## config.mk

```make
export PLATFORM = sky130hd
export DESIGN_NAME = freq_gate_counter
export DESIGN_NICKNAME = d
export VERILOG_FILES = /design/src/rtl/freq_gate_counter.sv
export SDC_FILE = /design/constraint.sdc
export NUM_CORES = 1
export LEC_CHECK = 0
export ABC_AREA = 1
export CAP_MARGIN = 20
export CORE_AREA = 3 3 89 91
export CTS_BUF_LIST = sky130_fd_sc_hd__clkbuf_8
export DETAILED_ROUTE_END_ITERATION = 10
export DIE_AREA = 0 0 92 94
export GPL_TIMING_DRIVEN = 0
export PLACE_DENSITY = 0.61
export SLEW_MARGIN = 20
export SYNTH_ARGS = -nofsm -noshare
export SYNTH_HDL_FRONTEND = slang
export SYNTH_SLANG_ARGS = --single-unit
export TNS_END_PERCENT = 5
```

## constraint.sdc

```tcl
create_clock -name clk -period 1.46 [get_ports clk]
set_input_delay 0.292 -clock clk [delete_from_list [all_inputs] [get_ports clk]]
set_output_delay 0.292 -clock clk [all_outputs]
set_load 0.005 [all_outputs]
```

## src/rtl/freq_gate_counter.sv

```systemverilog
// freq_gate_counter: counts single-cycle detect pulses inside a fixed window
// of GATE_CYCLES clocks and publishes the count through a valid/ready
// handshake. Windows run back-to-back while enable is high.
//
// Build option: FREQ_SAT_EN
//   defined   - pulse counter saturates at all-ones (reading clamped)
//   undefined - pulse counter wraps modulo 2^COUNT_W
// The overflow flag behaves the same in both builds.
//
// state  | meaning
// IDLE   | not measuring; pulse_in ignored, result/handshake still served
// GATE   | window open; every cycle sampled, result published at last cycle
module freq_gate_counter #(
    parameter int GATE_CYCLES = 1000,
    parameter int COUNT_W     = 16
) (
    input  logic               clk,
    input  logic               rst,
    input  logic               enable,
    input  logic               pulse_in,
    input  logic               freq_ready,
    output logic [COUNT_W-1:0] freq_out,
    output logic               freq_valid,
    output logic               overflow,
    output logic               result_lost,
    output logic               gate_active
);

    localparam int GW = (GATE_CYCLES > 2) ? $clog2(GATE_CYCLES) : 1;
    localparam logic [GW-1:0] GATE_LAST = GW'(GATE_CYCLES - 1);

    typedef enum logic {
        S_IDLE = 1'b0,
        S_GATE = 1'b1
    } state_t;

    state_t             state_q;
    logic [GW-1:0]      gate_cnt_q;
    logic [COUNT_W-1:0] pulse_cnt_q;
    logic [COUNT_W-1:0] pulse_cnt_d;
    logic               win_ovf_q;
    logic               win_ovf_d;
    logic [COUNT_W-1:0] freq_out_q;
    logic               freq_valid_q;
    logic               overflow_q;
    logic               result_lost_q;
    logic               gate_active_q;
    logic               win_last;
    logic               cnt_at_max;

    // Next pulse count and window overflow status including this cycle's sample
    always_comb begin
        win_last   = (gate_cnt_q == GATE_LAST);
        cnt_at_max = (pulse_cnt_q == {COUNT_W{1'b1}});
        win_ovf_d  = win_ovf_q | (pulse_in & cnt_at_max);
`ifdef FREQ_SAT_EN
        pulse_cnt_d = (pulse_in && !cnt_at_max) ? pulse_cnt_q + COUNT_W'(1) : pulse_cnt_q;
`else
        pulse_cnt_d = pulse_in ? pulse_cnt_q + COUNT_W'(1) : pulse_cnt_q;
`endif
    end

    // Gate sequencing, window counters and registered result/handshake outputs
    always_ff @(posedge clk or posedge rst) begin
        if (rst) begin
            state_q       <= S_IDLE;
            gate_cnt_q    <= '0;
            pulse_cnt_q   <= '0;
            win_ovf_q     <= 1'b0;
            freq_out_q    <= '0;
            freq_valid_q  <= 1'b0;
            overflow_q    <= 1'b0;
            result_lost_q <= 1'b0;
            gate_active_q <= 1'b0;
        end else begin
            result_lost_q <= 1'b0;
            if (freq_valid_q && freq_ready) begin
                freq_valid_q <= 1'b0;
            end
            case (state_q)
                S_IDLE: begin
                    if (enable) begin
                        state_q       <= S_GATE;
                        gate_active_q <= 1'b1;
                        gate_cnt_q    <= '0;
                        pulse_cnt_q   <= '0;
                        win_ovf_q     <= 1'b0;
                    end
                end
                S_GATE: begin
                    if (win_last) begin
                        // A new result wins over a same-edge transfer clear
                        freq_out_q    <= pulse_cnt_d;
                        overflow_q    <= win_ovf_d;
                        freq_valid_q  <= 1'b1;
                        result_lost_q <= freq_valid_q & ~freq_ready;
                        gate_cnt_q    <= '0;
                        pulse_cnt_q   <= '0;
                        win_ovf_q     <= 1'b0;
                        if (!enable) begin
                            state_q       <= S_IDLE;
                            gate_active_q <= 1'b0;
                        end
                    end else if (!enable) begin
                        // Partial window is dropped; published result untouched
                        state_q       <= S_IDLE;
                        gate_active_q <= 1'b0;
                    end else begin
                        gate_cnt_q  <= gate_cnt_q + GW'(1);
                        pulse_cnt_q <= pulse_cnt_d;
                        win_ovf_q   <= win_ovf_d;
                    end
                end
                default: begin
                    state_q       <= S_IDLE;
                    gate_active_q <= 1'b0;
                end
            endcase
        end
    end

    assign freq_out    = freq_out_q;
    assign freq_valid  = freq_valid_q;
    assign overflow    = overflow_q;
    assign result_lost = result_lost_q;
    assign gate_active = gate_active_q;

endmodule

```

==> reports/results.txt <==
At the later pin of the worst-skew pair, clock insertion delay measures 0.30 ns. The synthesized design contains 0 enable-type register cells. Yosys printed 0 warnings. The worst setup path is captured at a flip-flop. The run finished, with violations left. The number of nets in the synthesized netlist is 330. Die outline area: 8648 um2. The average wire per standard cell is 12.10 um. Setup violations remaining at the end of the flow were counted as 39. The share of the synthesized area in the top cell type is 0.4788. Timing analysis after detailed placement gives a worst setup slack of -0.5252 ns.

The required time of the critical path is 1.65 ns, and the worst clock skew is 0.01456 ns. The initial antenna violation count is 0. The clock slew seen by the registers of the worst setup and hold paths was 0.09 ns; the post-synthesis share of cell area spent on xor and xnor gates was 0.03840. The async set or reset register ratio after synthesis was 1.000.

Post-synthesis sequential area ratio: 0.4788. In the post-synthesis netlist, the biggest area contributors are sky130_fd_sc_hd__dfrtp_1 48%, sky130_fd_sc_hd__nand2_1 16%, sky130_fd_sc_hd__inv_1 5.2%. For the final critical-path setup slack, the log shows -0.06537 ns.

The clock net in this run drives a total of 48 sinks. The total area inside the core boundary comes to 7214 um2. The post-detailed-route count of antenna-violating nets is 0, and the highest net fanout along the worst path is 4. The logs give 0 for the total DRC errors in the routed layout and 3897 um for the detailed-placement wirelength estimate. Post-synth design cell area: 2509 um2. The clock passes through at most 2 buffers. The ratio of cells with drive above 1 in the final layout was 0.2541; the complex-gate fraction of the synthesized area was 0.08329. Total power for the finished layout comes to 2.440 mW. The tools report the endpoint of the most critical register-to-register path as freq_out[14]. Setup repair after global routing could not meet its margin everywhere. From synthesis to final layout, the design area changed by 33.92%.

In this run the horizontal extent of the chip is 92 um. The post-synthesis register bit count is 48, and the maximum clock rate is 655.6 MHz. In this run, post-CTS hold repair placed 0 buffers. The first routing iteration left 67 violations. Relative max-transition margin: 0.5614.

The analysis attributes to cell leakage a power of 1.562 nW. The post-synthesis adder-cell area fraction was 0.01995. In the final timing run, aggregate negative setup slack is -1.118 ns. Including well taps, the total number of placed cells is 445. The checks that failed: setup timing.

For the pin count of the biggest net entering global routing, the log shows 30. Worst-case register-to-register setup slack: -0.07 ns. The worst register-to-register path begins at pulse_cnt_q[1]. The tools report the source of the critical timing path as pulse_cnt_q[1]. The number of global-route vias before repair is 2139. Cell type with the highest aggregate area in the netlist: sky130_fd_sc_hd__dfrtp_1. For the total track usage, the log shows 0.1417.

The tools report the clock root buffer as sky130_fd_sc_hd__clkbuf_8. The average instance in the mapped netlist occupies 7.815 um2. For the row count, the log shows 31.

Number of inserted diodes: 0. The worst setup path is of the reg -> reg kind. Among all flip-flop cells after synthesis, the most frequent one is sky130_fd_sc_hd__dfrtp_1.

TritonCTS built the clock tree. The fraction of synthesized area in multiplexers was 0.004489; the placer's final routability congestion estimate was 0.7772. The transition time at the pin with the least slew margin is 0.6570 ns, and the final count of pins violating max slew is 0.

The H-tree depth came out at 2. The detail-routed via count per cell is 4.699, and the largest vdd supply drop is 468.4 uV. After synthesis, the netlist uses 26 different library cells.

In this run, CTS created clock tree buffers numbering 5. The power density over the cells is 726.4 nW/um2. The run gives 2204 as the total number of vias.

The overall die height came out at 94 um. The commonest cells after synthesis are 110 x sky130_fd_sc_hd__nand2_1, 48 x sky130_fd_sc_hd__dfrtp_1, 35 x sky130_fd_sc_hd__inv_1, 29 x sky130_fd_sc_hd__nor2_1, 25 x sky130_fd_sc_hd__o21ai_0. Measured in cells, the most critical reg-to-reg path has a length of 10. For the number of endpoints with negative hold slack in the final report, the log shows 0. The max capacitance violation total is 0. Final layout net count: 379. The critical path launch point type was a flip-flop. The ratio of final minimum period to clock period was 1.045; the endpoint arrival time on the critical path was 1.72 ns. The most common cell in the synthesized netlist is sky130_fd_sc_hd__nand2_1.

The wire length of the first global-routing pass is 9880 um, and the number of buffers inserted by port buffering is 24. Count of pins on the block boundary: 25. For the gate count of the mapped netlist, the log shows 321.

The first detailed-routing pass ran for 4 iterations. For the routed wire length, the log shows 5675 um. The share of synthesized cell area in and, or, nand and nor gates is 0.2938.

Leaving out filler cells and counting taps, the final layout contains 469. The time the final worst path needs with I/O delays and setup is 1.525 ns, and the starting density of the core is 0.3477. The type of the most critical hold path was in -> async. Summed over all layers, the global routing overflow is 0.

By area, the combinational part of the netlist is dominated by simple AND/OR/NAND/NOR gates.
==> sequential cells by signal, indices dropped and copies added, names as in the netlist <==
signal,flops
win_ovf_q,1
result_lost,1
gate_active,1
state_q,1
freq_valid,1
pulse_cnt_q,16
overflow,1
freq_out,16
gate_cnt_q,10
==> area by class of cell <==
class | instances | area (um2)
buffer | 9 | 95.09
clock buffer | 5 | 68.82
clock inverter | 2 | 12.51
fill | 722 | 3855
inverter | 36 | 135.1
multi-input combinational | 228 | 1289
sequential | 48 | 1205
tap | 99 | 123.9
timing repair buffer | 42 | 430.4
==> layout by cell type, fill, tap and decap left out, types with 2 or more instances in the layout <==
master / count
sky130_fd_sc_hd__nand3_2: 3
sky130_fd_sc_hd__o21bai_1: 3
sky130_fd_sc_hd__dfrtp_1: 45
sky130_fd_sc_hd__nand4_1: 11
sky130_fd_sc_hd__nand2_2: 10
sky130_fd_sc_hd__buf_8: 2
sky130_fd_sc_hd__inv_2: 7
sky130_fd_sc_hd__dlymetal6s2s_1: 11
sky130_fd_sc_hd__nor2_1: 22
sky130_fd_sc_hd__buf_2: 2
sky130_fd_sc_hd__nor2_2: 5
sky130_fd_sc_hd__clkbuf_8: 7
sky130_fd_sc_hd__buf_6: 3
sky130_fd_sc_hd__xnor2_1: 5
sky130_fd_sc_hd__o21ai_2: 16
sky130_fd_sc_hd__nand2_1: 98
sky130_fd_sc_hd__o21ai_0: 7
sky130_fd_sc_hd__dlygate4sd2_1: 9
sky130_fd_sc_hd__nor2_4: 4
sky130_fd_sc_hd__clkdlybuf4s50_1: 4
sky130_fd_sc_hd__nand3_1: 13
sky130_fd_sc_hd__buf_4: 16
sky130_fd_sc_hd__inv_1: 29
sky130_fd_sc_hd__ha_2: 2
sky130_fd_sc_hd__xor2_1: 5
sky130_fd_sc_hd__dfrtp_2: 3
sky130_fd_sc_hd__o21ai_1: 10
sky130_fd_sc_hd__nand2_4: 3
==> routing by layer <==
layer  track usage  share of wire
met5             0              0
met4       0.04579          0.011
met3       0.02724          0.043
met1        0.1843           0.48
met2        0.2378           0.47
==> repair_timing <==
action,in CTS,in global routing
cloned,1,0
resized for setup,52,51
setup endpoints to repair,54,57
pin swaps,17,11
buffers inserted,8,8
==> through the flow <==
stage / instance area (um2) / hold slack, ns / utilization
final: 3359 / 0.3971 / 0.4657
after global placement: 2873 / 0.4641 / 0.3982
after detailed placement: 2900 / 0.4648 / 0.4020
after global routing: 3359 / 0.4498 / 0.4657
after CTS: 3146 / 0.4197 / 0.4360
after floorplan: 2509 / 0.3234 / -
==> critical path, stage by stage, from the launching register on <==
cell and delay, ns:
sky130_fd_sc_hd__dfrtp_1 0.41, sky130_fd_sc_hd__ha_2 0.22, sky130_fd_sc_hd__nand2_4 0.06, sky130_fd_sc_hd__nor2_4 0.16, sky130_fd_sc_hd__nand2_4 0.09, sky130_fd_sc_hd__nor2_4 0.16, sky130_fd_sc_hd__nand3_2 0.09, sky130_fd_sc_hd__nand2_2 0.07
sky130_fd_sc_hd__nand2_2 0.06, sky130_fd_sc_hd__nand2_2 0.06, sky130_fd_sc_hd__nand2_1 0.05
==> kinds of logic after synthesis <==
logic type | after synthesis
fa+ha+maj | 4
flops | 48
simple gates | 174
buf+inv | 45
xor+xnor | 11
compound gates | 38
mux | 1
==> power breakdown <==
part	switching, mW	leakage [nW]	internal [mW]	total (mW)
logic	0.162	0.954	0.135	0.297
clock network	0.436	0.0400	0.325	0.761
registers	0.0283	0.568	1.35	1.38
==> how the worst max path moves through the flow <==
stage	endpoint	slack (ns)	cells past startpoint
detailed placement	freq_out[14]	-0.53	10
finish	freq_out[14]	-0.07	10
global placement	freq_out[10]	-1.01	2
global route	freq_out[14]	-0.19	10
CTS	pulse_cnt_q[7]	-0.09	7
floorplan	freq_out[0]	0.02	1
(Power assumes the default switching activity.)
